$ cat config.mk
export PLATFORM = sky130hd
export DESIGN_NAME = mod_acc_sequencer
export DESIGN_NICKNAME = d
export VERILOG_FILES = /design/src/rtl/mod_acc_sequencer.sv
export SDC_FILE = /design/constraint.sdc
export NUM_CORES = 1
export LEC_CHECK = 0
export ABC_AREA = 1
export CORE_ASPECT_RATIO = 0.9
export CORE_MARGIN = 5
export CORE_UTILIZATION = 49
export CTS_BUF_LIST = sky130_fd_sc_hd__clkbuf_16
export CTS_CLUSTER_DIAMETER = 60
export CTS_CLUSTER_SIZE = 24
export DETAILED_ROUTE_END_ITERATION = 7
export GPL_TIMING_DRIVEN = 0
export PLACE_DENSITY = 0.78
export SETUP_SLACK_MARGIN = 0.4
export SLEW_MARGIN = 20
export SYNTH_ARGS = -nofsm -noshare
export SYNTH_HDL_FRONTEND = slang
export SYNTH_SLANG_ARGS = --single-unit
$ cat constraint.sdc
create_clock -name clk -period 2.63 [get_ports clk]
set_input_delay 0.789 -clock clk [delete_from_list [all_inputs] [get_ports clk]]
set_output_delay 0.789 -clock clk [all_outputs]
set_load 0.02 [all_outputs]
$ cat src/rtl/mod_acc_sequencer.sv
// Accumulator command sequencer wrapped around a combinational modular adder/subtractor.
// Adds clear, load, add, subtract and multiply-by-scalar via repeated modular addition.
module mod_acc_sequencer #(
    parameter logic [3:0] M = 4'b1111
) (
    input  logic       clk,
    input  logic       rst,
    input  logic       in_valid,
    output logic       in_ready,
    input  logic [2:0] op,
    input  logic [3:0] operand,
    output logic       out_valid,
    input  logic       out_ready,
    output logic [3:0] acc,
    output logic       err,
    output logic       busy
);
    typedef enum logic [1:0] {IDLE, EXEC, RESP} state_t;

    localparam logic [2:0] OP_CLR  = 3'd0;
    localparam logic [2:0] OP_LOAD = 3'd1;
    localparam logic [2:0] OP_ADD  = 3'd2;
    localparam logic [2:0] OP_SUB  = 3'd3;
    localparam logic [2:0] OP_MUL  = 3'd4;

    state_t     state, state_nx;
    logic [3:0] acc_nx;
    logic       err_nx;
    logic [3:0] k, k_nx;
    logic [3:0] base, base_nx;

    logic       main_s;
    logic [3:0] main_x, main_y, main_z;
    logic [4:0] sum, sum_red;
    logic [3:0] diff;
    logic       accept, bad;

    // MAIN: both operands are already reduced, so one correction step suffices
    always_comb begin
        sum     = {1'b0, main_x} + {1'b0, main_y};
        sum_red = sum - {1'b0, M};
        diff    = main_x - main_y;
        if (main_s)
            main_z = (main_x < main_y) ? diff + M : diff;
        else
            main_z = (sum >= {1'b0, M}) ? sum_red[3:0] : sum[3:0];
    end

    assign main_s = (state == IDLE) && (op == OP_SUB);
    assign main_x = acc;
    assign main_y = (state == EXEC) ? base : operand;

    assign in_ready  = (state == IDLE);
    assign out_valid = (state == RESP);
    assign busy      = (state != IDLE);
    assign accept    = in_valid && in_ready;
    assign bad       = (op > OP_MUL) || ((op != OP_CLR) && (operand >= M));

    always_comb begin
        state_nx = state;
        acc_nx   = acc;
        err_nx   = err;
        k_nx     = k;
        base_nx  = base;
        unique case (state)
            IDLE: begin
                if (accept) begin
                    err_nx   = bad;
                    state_nx = RESP;
                    if (!bad) begin
                        case (op)
                            OP_CLR:         acc_nx = '0;
                            OP_LOAD:        acc_nx = operand;
                            OP_ADD, OP_SUB: acc_nx = main_z;
                            default: begin
                                acc_nx  = '0;
                                k_nx    = operand;
                                base_nx = acc;
                                if (operand != 4'd0)
                                    state_nx = EXEC;
                            end
                        endcase
                    end
                end
            end
            EXEC: begin
                acc_nx = main_z;
                k_nx   = k - 4'd1;
                if (k == 4'd1)
                    state_nx = RESP;
            end
            RESP: begin
                if (out_ready)
                    state_nx = IDLE;
            end
            default: state_nx = IDLE;
        endcase
    end

    always_ff @(posedge clk) begin
        if (rst) begin
            state <= IDLE;
            acc   <= '0;
            err   <= 1'b0;
            k     <= '0;
            base  <= '0;
        end else begin
            state <= state_nx;
            acc   <= acc_nx;
            err   <= err_nx;
            k     <= k_nx;
            base  <= base_nx;
        end
    end
endmodule

==> impl_metrics.tcl, run 1 <==
set metrics [dict create \
    finalInstanceArea_sq_um 2020 \
    rsz0062_at_grt "yes" \
    cts_tree "yes" \
    syn_avg_cell_area_sq_um 6.61 \
    vias 1554 \
    yosysTopAreaCellShare_pct 21.2 \
    p_int_uw 687 \
    antenna_found_initial 0 \
    fmax_mhz 392 \
    cp_cell_sequence "inv_2, nor2_4, buf_8, buf_4, a21oi_4, fa_1, inv_2, ha_4, inv_2, nor2_4, nor3_1, nand2_1, nand2_1, o21ai_1, a21oi_1" \
    die_w_um 66.6 \
    cp_max_fo 9 \
    ys_warn_count 0 \
    drv_slew 0 \
    routed_wl_um 4240 \
    die_h_um 61.0 \
    syn2layout_area_growth_pct 42.7 \
    cts_buffer_depth 2 \
    grt_usage_pct 21.8 \
    async_reset_ff_share_pct 0 \
    status "finished, final reports clean" \
    syn_nets 239 \
    slowest_delay_ps 590 \
    synth_top_area_cell "dfxtp_1" \
    end_kind "flip-flop" \
    ys_ff_latch 15 \
    cts_buffers 3 \
    setup_viol 0 \
    leakage_nw 0.974 \
    synthTopCellsByArea "dfxtp_1 (21%), ha_1 (11%), inv_1 (10%), nand2_1 (9.0%), a21oi_1 (6.7%)" \
    drt-initial-drc-count 137 \
    grt_pass1_wl_um 6700 \
    crit_family "adder cells" \
    switching_share_pct 40.0 \
    nNetsFinal 274 \
    initial_core_util_pct 51.5 \
    required_ps 2800 \
    holdBufCountCts 0 \
    cp_slowest_cell "fa_1" \
    hold_violations 0 \
    viasPerCell 5.40 \
    pwr-share-clk_pct 25.9 \
    placed_cell_area_sq_um 1690 \
    synth_edf_count 0 \
    drv_cap 0 \
    drc 0 \
    netlist_area_sq_um 1410 \
    clkSlewWorstSetupHoldPaths_ps 50 \
    place_hpwl_um 2720 \
    cts.sinks 15 \
    hold_slack_ps 496 \
    die-area_sq_um 4060 \
    finClkSkew_ps 3.56 \
    path_common_cell "inv_2" \
    coreArea_sq_um 2750 \
    cts-root-buf "clkbuf_16" \
    clk_latency_ps 250 \
    path_class "flip-flop to flip-flop" \
    synthFlopType "dfxtp_1" \
    antenna_cells 0 \
    synth_cells 214 \
    portBuffers 18 \
    grt_pass1_vias 1454 \
    cp-start-kind "flip-flop" \
    num_rows 18 \
    grt_max_degree 11 \
    antenna_left 0 \
    wl_per_cell_um 14.7 \
    gp_congestion 0.853 \
    path_buf_inv 5 \
    power_switching_uw 458 \
    num_io_pins 19 \
    h-tree-depth 1 \
    tightest_slew_ps 492 \
    min_period_over_period_pct 97.0 \
    grt_remaining_overflow 0 \
    vdd.ir_drop.worst_mv 0.430 \
    yosysSeqAreaShare_pct 21.2 \
    relSlewSlack_pct 66.9 \
    power_density_nw_per_um2 567 \
    comb_power_share_pct 49.9 \
    hold_path.class "flip-flop to flip-flop" \
    period_needed_ps 2550 \
    arrival_ps 2720 \
    firstDrtPassIters 4 \
    p_seq_share_pct 24.2 \
    synth_cell_types 33 \
    drive_above_1_share_pct 28.6 \
]
-- synthesized netlist by cell type (all sizes together) (2+ instances only) --
| cell | count |
|---|---|
| dfxtp | 15 |
| inv | 42 |
| nand4 | 4 |
| nand2 | 39 |
| fa | 2 |
| nor3 | 5 |
| o21ai | 21 |
| nand3 | 11 |
| nor2 | 25 |
| o211ai | 2 |
| xor2 | 3 |
| ha | 12 |
| a21oi | 24 |
-- power by group through the flow --
| stage | Clock [mW] | Combinational [mW] | Sequential, mW |
|---|---|---|---|
| floorplan | 0 | 0.342 | 0.284 |
| global placement | 0 | 0.465 | 0.276 |
| detailed placement | 0 | 0.471 | 0.277 |
| CTS | 0.295 | 0.525 | 0.276 |
| global route | 0.306 | 0.626 | 0.281 |
| finish | 0.296 | 0.571 | 0.278 |
-- through the flow --
| step | setup TNS, ps | worst slack, ps | power [mW] | instances | util (%) |
|---|---|---|---|---|---|
| finish | 0 | 77.8 | 1.14 | 288 | 73.5 |
| global route | -151 | -76.5 | 1.21 | 288 | 73.5 |
| CTS | 0 | 101 | 1.10 | 283 | 70.2 |
| detailed placement | -2500 | -651 | 0.748 | 272 | 61.5 |
| global placement | -2480 | -660 | 0.741 | 272 | 61.5 |
| floorplan | 0 | 157 | 0.626 | 214 | - |
-- cells by family (layout without fill, tap and decap cells) --
family	Yosys count	in the layout	share of synthesized area (%)
DFF	15	15	21.2
xor gates and xnor gates	3	3	1.86
adders and majority gates	14	14	13.5
AOI/OAI and AO/OA	50	50	20.8
buffers and inverters	44	78	11.8
and+or+nand+nor	88	88	30.9
-- cells in the final DEF, fill, tap and decap left out, drive strengths merged --
cell	n
a21oi	24
a31oi	1
buf	14
clkbuf	4
clkdlybuf4s15	1
clkdlybuf4s50	8
clkinvlp	1
dfxtp	15
dlygate4sd2	2
dlymetal6s2s	6
fa	2
ha	12
inv	42
nand2	39
nand3	11
nand3b	1
nand4	4
nor2	25
nor3	5
nor3b	1
nor4	1
o211ai	2
o21ai	21
o21bai	1
o311a	1
or2	1
xor2	3
-- final timing paths --
path	slack [ps]	start	endpoint	cells after the start
worst max-delay path	80	state[0]	acc[2]	15
worst min-delay path	500	err	err	2
worst max register to register	80	state[0]	acc[2]	15
worst min register to register	500	err	err	2
-- layer usage --
layer	GRT usage, %	routed length (um)	vias up
li1	-	-	766
met1	28.9	1880	722
met2	36.0	2030	49
met3	4.26	194	17
met4	6.96	140	0
met5	0	0	-
-- cell type report --
class	count	area [sq um]
Buffer	2	18.8
Clock buffer	3	75.1
Clock inverter	1	3.75
Fill cell	204	729
Inverter	42	161
Multi-Input combinational cell	155	1120
Sequential cell	15	303
Tap cell	40	50.0
Timing Repair Buffer	30	282
-- flip-flops by register name (all words and copies together), names as in the netlist --
register / flops
base: 4
acc: 4
err: 1
k: 4
state: 2
-- timing repair --
action                     4_1_cts  5_1_grt
pin swaps                       12       10
setup endpoints to repair        5       16
buffers inserted                 7        5
gates resized for setup         38       18
-- worst register-to-register path, cell delays in order, from the launching register on --
cell	delay, ps
dfxtp_2	340
inv_2	50
nor2_4	150
buf_8	130
buf_4	200
a21oi_4	110
fa_1	590
inv_2	70
ha_4	160
inv_2	60
nor2_4	50
nor3_1	190
nand2_1	80
nand2_1	70
o21ai_1	60
a21oi_1	180
No activity file was read; power rests on OpenSTA's default activity.
==> run 2, diff against run 1 <==
--- a/config.mk
+++ b/config.mk
@@ -8,13 +8,13 @@
 export ABC_AREA = 1
 export CORE_ASPECT_RATIO = 0.9
 export CORE_MARGIN = 5
-export CORE_UTILIZATION = 49
+export CORE_UTILIZATION = 45
 export CTS_BUF_LIST = sky130_fd_sc_hd__clkbuf_16
 export CTS_CLUSTER_DIAMETER = 60
 export CTS_CLUSTER_SIZE = 24
 export DETAILED_ROUTE_END_ITERATION = 7
 export GPL_TIMING_DRIVEN = 0
-export PLACE_DENSITY = 0.78
+export PLACE_DENSITY = 0.73
 export SETUP_SLACK_MARGIN = 0.4
 export SLEW_MARGIN = 20
 export SYNTH_ARGS = -nofsm -noshare
==> constraint.sdc (replaced) <==
create_clock -name clk -period 2.21 [get_ports clk]
set_input_delay 0.663 -clock clk [delete_from_list [all_inputs] [get_ports clk]]
set_output_delay 0.663 -clock clk [all_outputs]
set_load 0.02 [all_outputs]
==> impl_metrics.tcl, run 2 (synthesis results as in run 1) <==
set metrics [dict create \
    finalInstanceArea_sq_um 1940 \
    worst_slack_ps -233 \
    num_rows 19 \
    fin_cells 285 \
    syn2layout_area_growth_pct 37.3 \
    multi_input_area_sq_um 1140 \
    setup_viol 4 \
    power_density_nw_per_um2 686 \
    placed_cells 274 \
    power_switching_uw 532 \
    end_kind "flip-flop" \
    die_h_um 63.2 \
    grt_pass1_wl_um 6420 \
    antenna_cells 0 \
    relSlewSlack_pct 72.0 \
    pwr-share-clk_pct 27.4 \
    fin_util_pct 63.8 \
    clkSlewWorstSetupHoldPaths_ps 50 \
    cp_max_fo 3 \
    required_ps 2400 \
    antenna_left 0 \
    drc 0 \
    die-area_sq_um 4360 \
    cts.sinks 15 \
    drv_cap 0 \
    switching_share_pct 40.0 \
    seq_area_sq_um 304 \
    antenna_found_initial 0 \
    min_period_over_period_pct 111 \
    fmax_mhz 409 \
    grt_max_degree 11 \
    grt_pass1_vias 1386 \
    cts-root-buf "clkbuf_16" \
    violations "setup timing" \
    gp_congestion 0.809 \
    place_hpwl_um 2710 \
    layout_commonest_cell "nand2_1" \
    drive_above_1_share_pct 32.1 \
    p_int_uw 799 \
    vdd.ir_drop.worst_mv 0.419 \
    arrival_ps 2630 \
    p_seq_share_pct 25.0 \
    h-tree-depth 1 \
    initial_core_util_pct 46.5 \
    hold_slack_ps 494 \
    die_w_um 69.1 \
    coreArea_sq_um 3040 \
    use_met3_pct 3.66 \
    routed_wl_um 3600 \
    placed_cell_area_sq_um 1720 \
    hold_path.class "flip-flop to flip-flop" \
    grt_remaining_overflow 0 \
    firstDrtPassIters 4 \
    finClkSkew_ps 1.41 \
    cts_tree "yes" \
    viasPerCell 5.02 \
    grt_usage_pct 17.5 \
    fill_cells 281 \
    clk_latency_ps 250 \
    post-place-ws_ps -1000 \
    drt-initial-drc-count 56 \
    busiest_layer "met2" \
    status "complete, but fails checks" \
    met1_usage_pct 23.7 \
    period_needed_ps 2440 \
    final_cell_mix "nand2_1 (30), inv_1 (29), nor2_1 (18), a21oi_1 (14), o21ai_0 (13)" \
    num_io_pins 19 \
    portBuffers 18 \
    wl_per_cell_um 12.6 \
    cts_buffer_depth 2 \
    nNetsFinal 269 \
    use_met2_pct 29.2 \
    cts_buffers 3 \
    holdBufCountCts 0 \
    top_regs "acc (4), base (4), k (4)" \
    path_class "flip-flop to flip-flop" \
    fin_tns_setup_ps -803 \
    comb_power_share_pct 47.6 \
    cp-start-kind "flip-flop" \
    vias 1430 \
    rsz0062_at_grt "yes" \
    tightest_slew_ps 419 \
    hold_violations 0 \
    power.total_mw 1.33 \
    leakage_nw 0.920 \
    drv_slew 0 \
]
[run 2: cell types whose count changed in the layout (fill, tap and decap cells not counted), moves of 2 or more]
| cell | delta |
|---|---|
| buf_4 | -6 |
| dlymetal6s2s_1 | -6 |
| clkdlybuf4s50_1 | -5 |
| dlygate4sd2_1 | +5 |
| buf_2 | +4 |
| clkbuf_2 | +3 |
| o21ai_1 | -3 |
| inv_1 | -2 |
| nand2_4 | +2 |
| nand3_1 | +2 |
| o21ai_2 | +2 |
[run 2: cell type report]
class	count	area share [%]
Multi-Input combinational cell	155	58.6
Buffer	2	0.773
Timing Repair Buffer	25	9.79
Tap cell	42	2.71
Clock inverter	1	0.387
Sequential cell	15	15.7
Clock buffer	3	3.87
Inverter	42	8.25
[run 2: layer usage]
metal,vias up,part of all wire [%]
met2,30,45
met5,-,0
li1,752,-
met4,0,0.72
met1,644,51
met3,4,3.2
[run 2: timing repair]
action | CTS | global route
setup endpoints to repair | 22 | 17
setup buffers | 7 | 0
gates resized for setup | 54 | 17
pin swaps | 14 | 5
[run 2: power by group through the flow]
| stage | sequential [mW] | combinational, mW | clock, mW |
|---|---|---|---|
| floorplan | 0.341 | 0.415 | 0 |
| global placement | 0.334 | 0.560 | 0 |
| detailed placement | 0.335 | 0.567 | 0 |
| CTS | 0.332 | 0.615 | 0.374 |
| global route | 0.338 | 0.714 | 0.392 |
| finish | 0.333 | 0.633 | 0.365 |
[run 2: critical path, cell delays in order, from the launching register on]
cell and delay, ps:
dfxtp_2 340, inv_2 50, nor2_4 150, buf_6 130
nand2_4 50, nand2_4 80, ha_4 130, inv_2 30
fa_2 550, inv_2 60, ha_4 160, inv_2 60
nor2_4 30, nand3_2 70, nand4_2 100, nand2_1 80
nand2_1 40, nand2_1 70, nand2_1 80, a21oi_2 110
[run 2: worst paths after layout]
kind,from,endpoint,slack [ps],depth (start not counted)
setup / recovery,state[0],acc[0],-230,19
hold / removal,err,err,490,2
setup reg to reg,state[0],acc[0],-230,19
hold reg to reg,err,err,490,2
==> run 3, diff against run 2 <==
--- a/config.mk
+++ b/config.mk
@@ -6,7 +6,8 @@
 export NUM_CORES = 1
 export LEC_CHECK = 0
 export ABC_AREA = 1
-export CORE_ASPECT_RATIO = 0.9
+export CAP_MARGIN = 20
+export CORE_ASPECT_RATIO = 1.2
 export CORE_MARGIN = 5
 export CORE_UTILIZATION = 45
 export CTS_BUF_LIST = sky130_fd_sc_hd__clkbuf_16
==> impl_metrics.tcl, run 3 (synthesis results as in run 1) <==
set metrics [dict create \
    finClkSkew_ps 3.52 \
    place_hpwl_um 2660 \
    grt_pass1_wl_um 6020 \
    grt_pass1_vias 1437 \
    tightest_slew_ps 422 \
    top_regs "acc (4), base (4), k (4)" \
    drc 0 \
    min_period_over_period_pct 112 \
    portBuffers 18 \
    wl_per_cell_um 12.6 \
    antenna_cells 0 \
    end_kind "flip-flop" \
    grt_max_degree 11 \
    cts_tree "yes" \
    violations "setup timing" \
    required_ps 2390 \
    viasPerCell 5.17 \
    crit_path_end "acc[1]" \
    worst_slack_ps -267 \
    layout_commonest_cell "inv_1" \
    cp-start-kind "flip-flop" \
    num_io_pins 19 \
    fill_cells 294 \
    path_class "flip-flop to flip-flop" \
    vias 1442 \
    fmax_mhz 404 \
    clkSlewWorstSetupHoldPaths_ps 50 \
    power.total_mw 1.32 \
    antenna_left 0 \
    holdBufCountCts 0 \
    power_density_nw_per_um2 681 \
    grt_remaining_overflow 0 \
    drt-initial-drc-count 57 \
    clk_latency_ps 250 \
    hold_violations 0 \
    cts_buffers 3 \
    cts_buffer_depth 2 \
    die-area_sq_um 4370 \
    die_h_um 71.4 \
    rrSetupSlack_ps -270 \
    die_w_um 61.2 \
    status "complete, but fails checks" \
    period_needed_ps 2480 \
    nNetsFinal 269 \
    setup_viol 4 \
    gp_congestion 0.826 \
    hold_path.class "flip-flop to flip-flop" \
    num_rows 22 \
    grt_usage_pct 17.8 \
    relSlewSlack_pct 71.9 \
    vdd.ir_drop.worst_mv 0.481 \
    rsz0062_at_grt "yes" \
    leakage_nw 0.925 \
    drv_cap 0 \
    drive_above_1_share_pct 30.9 \
    hold_slack_ps 487 \
    cts.sinks 15 \
    cp-startpoint "state[0]" \
    cp_max_fo 3 \
    post-place-ws_ps -989 \
    antenna_found_initial 0 \
    firstDrtPassIters 4 \
    placed_cell_area_sq_um 1710 \
    finalInstanceArea_sq_um 1940 \
    arrival_ps 2660 \
    reg2reg_depth 17 \
    drv_slew 0 \
    h-tree-depth 1 \
    initial_core_util_pct 46.3 \
    coreArea_sq_um 3060 \
    routed_wl_um 3520 \
    r2r_end "acc[1]" \
    syn2layout_area_growth_pct 37.0 \
    final_cell_mix "inv_1 (31), nand2_1 (30), nor2_1 (16), a21oi_1 (15)" \
    cts-root-buf "clkbuf_16" \
    r2r-start "state[0]" \
]
==> run 3: changes by cell type in the layout (fill, tap and decap cells not counted), sizes merged <==
| cell | delta |
|---|---|
| clkbuf | -1 |
| inv | +1 |
| clkdlybuf4s15 | +1 |
| clkinvlp | -1 |
==> run 3: area by class of cell <==
type	count	area [sq um]	area share [%]
multi-input cells	155	1130	58.6
flip-flops and latches	15	305	15.8
repair buffers	25	198	10.2
inverters	42	160	8.27
clock buffers	3	75.1	3.88
well taps	36	45.0	2.33
plain buffers	2	15.0	0.775
clock inverters	1	3.75	0.194
==> run 3: how the worst min path moves through the flow <==
stage	startpoint	endpoint	slack, ps	cells past startpoint
4_1_cts	base[3]	base[3]	490	2
3_5_place_dp	base[3]	base[3]	480	2
3_3_place_gp	base[3]	base[3]	470	2
2_1_floorplan	base[2]	base[2]	460	2
6_report	base[3]	base[3]	490	2
5_1_grt	err	err	520	2
==> run 3: power by group <==
group,internal [mW],switching (mW)
registers,0.299,0.0314
clock network,0.240,0.115
logic,0.259,0.375
==> run 3: timing repair <==
item | in CTS | in global routing
endpoints found under the setup margin | 21 | 14
pin swaps | 14 | 4
buffers inserted | 7 | 0
gates cloned | 0 | 0
resized for setup | 51 | 19
==> run 3: routing by layer <==
metal / vias to the layer above / GRT usage, % / share of wire [%]
met5: - / 0 / 0
met4: 0 / 8.19 / 2.4
met3: 7 / 1.80 / 4.6
met2: 36 / 31.1 / 51
met1: 640 / 20.9 / 42
li1: 759 / - / -
==> run 3: critical path, stage by stage (launching register included) <==
cell and delay [ps]:
dfxtp_2 330, inv_2 50, nor2_4 170, buf_6 140, nand2_4 40, nand2_4 90, ha_4 130, inv_2 30
fa_2 570, inv_2 60, ha_4 160, inv_2 60, nor2_4 30, nand3_2 70, nand3_2 70, o211ai_1 200
nand2_1 100, a21oi_2 110
==> run 3: per-stage QoR <==
stage,TNS [ps],util [%],cells
after global placement,-4280,56.0,268
after detailed placement,-4320,56.0,268
final,-944,63.4,279
after CTS,-771,62.4,279
after floorplan,-354,-,214
after global routing,-1660,63.4,279
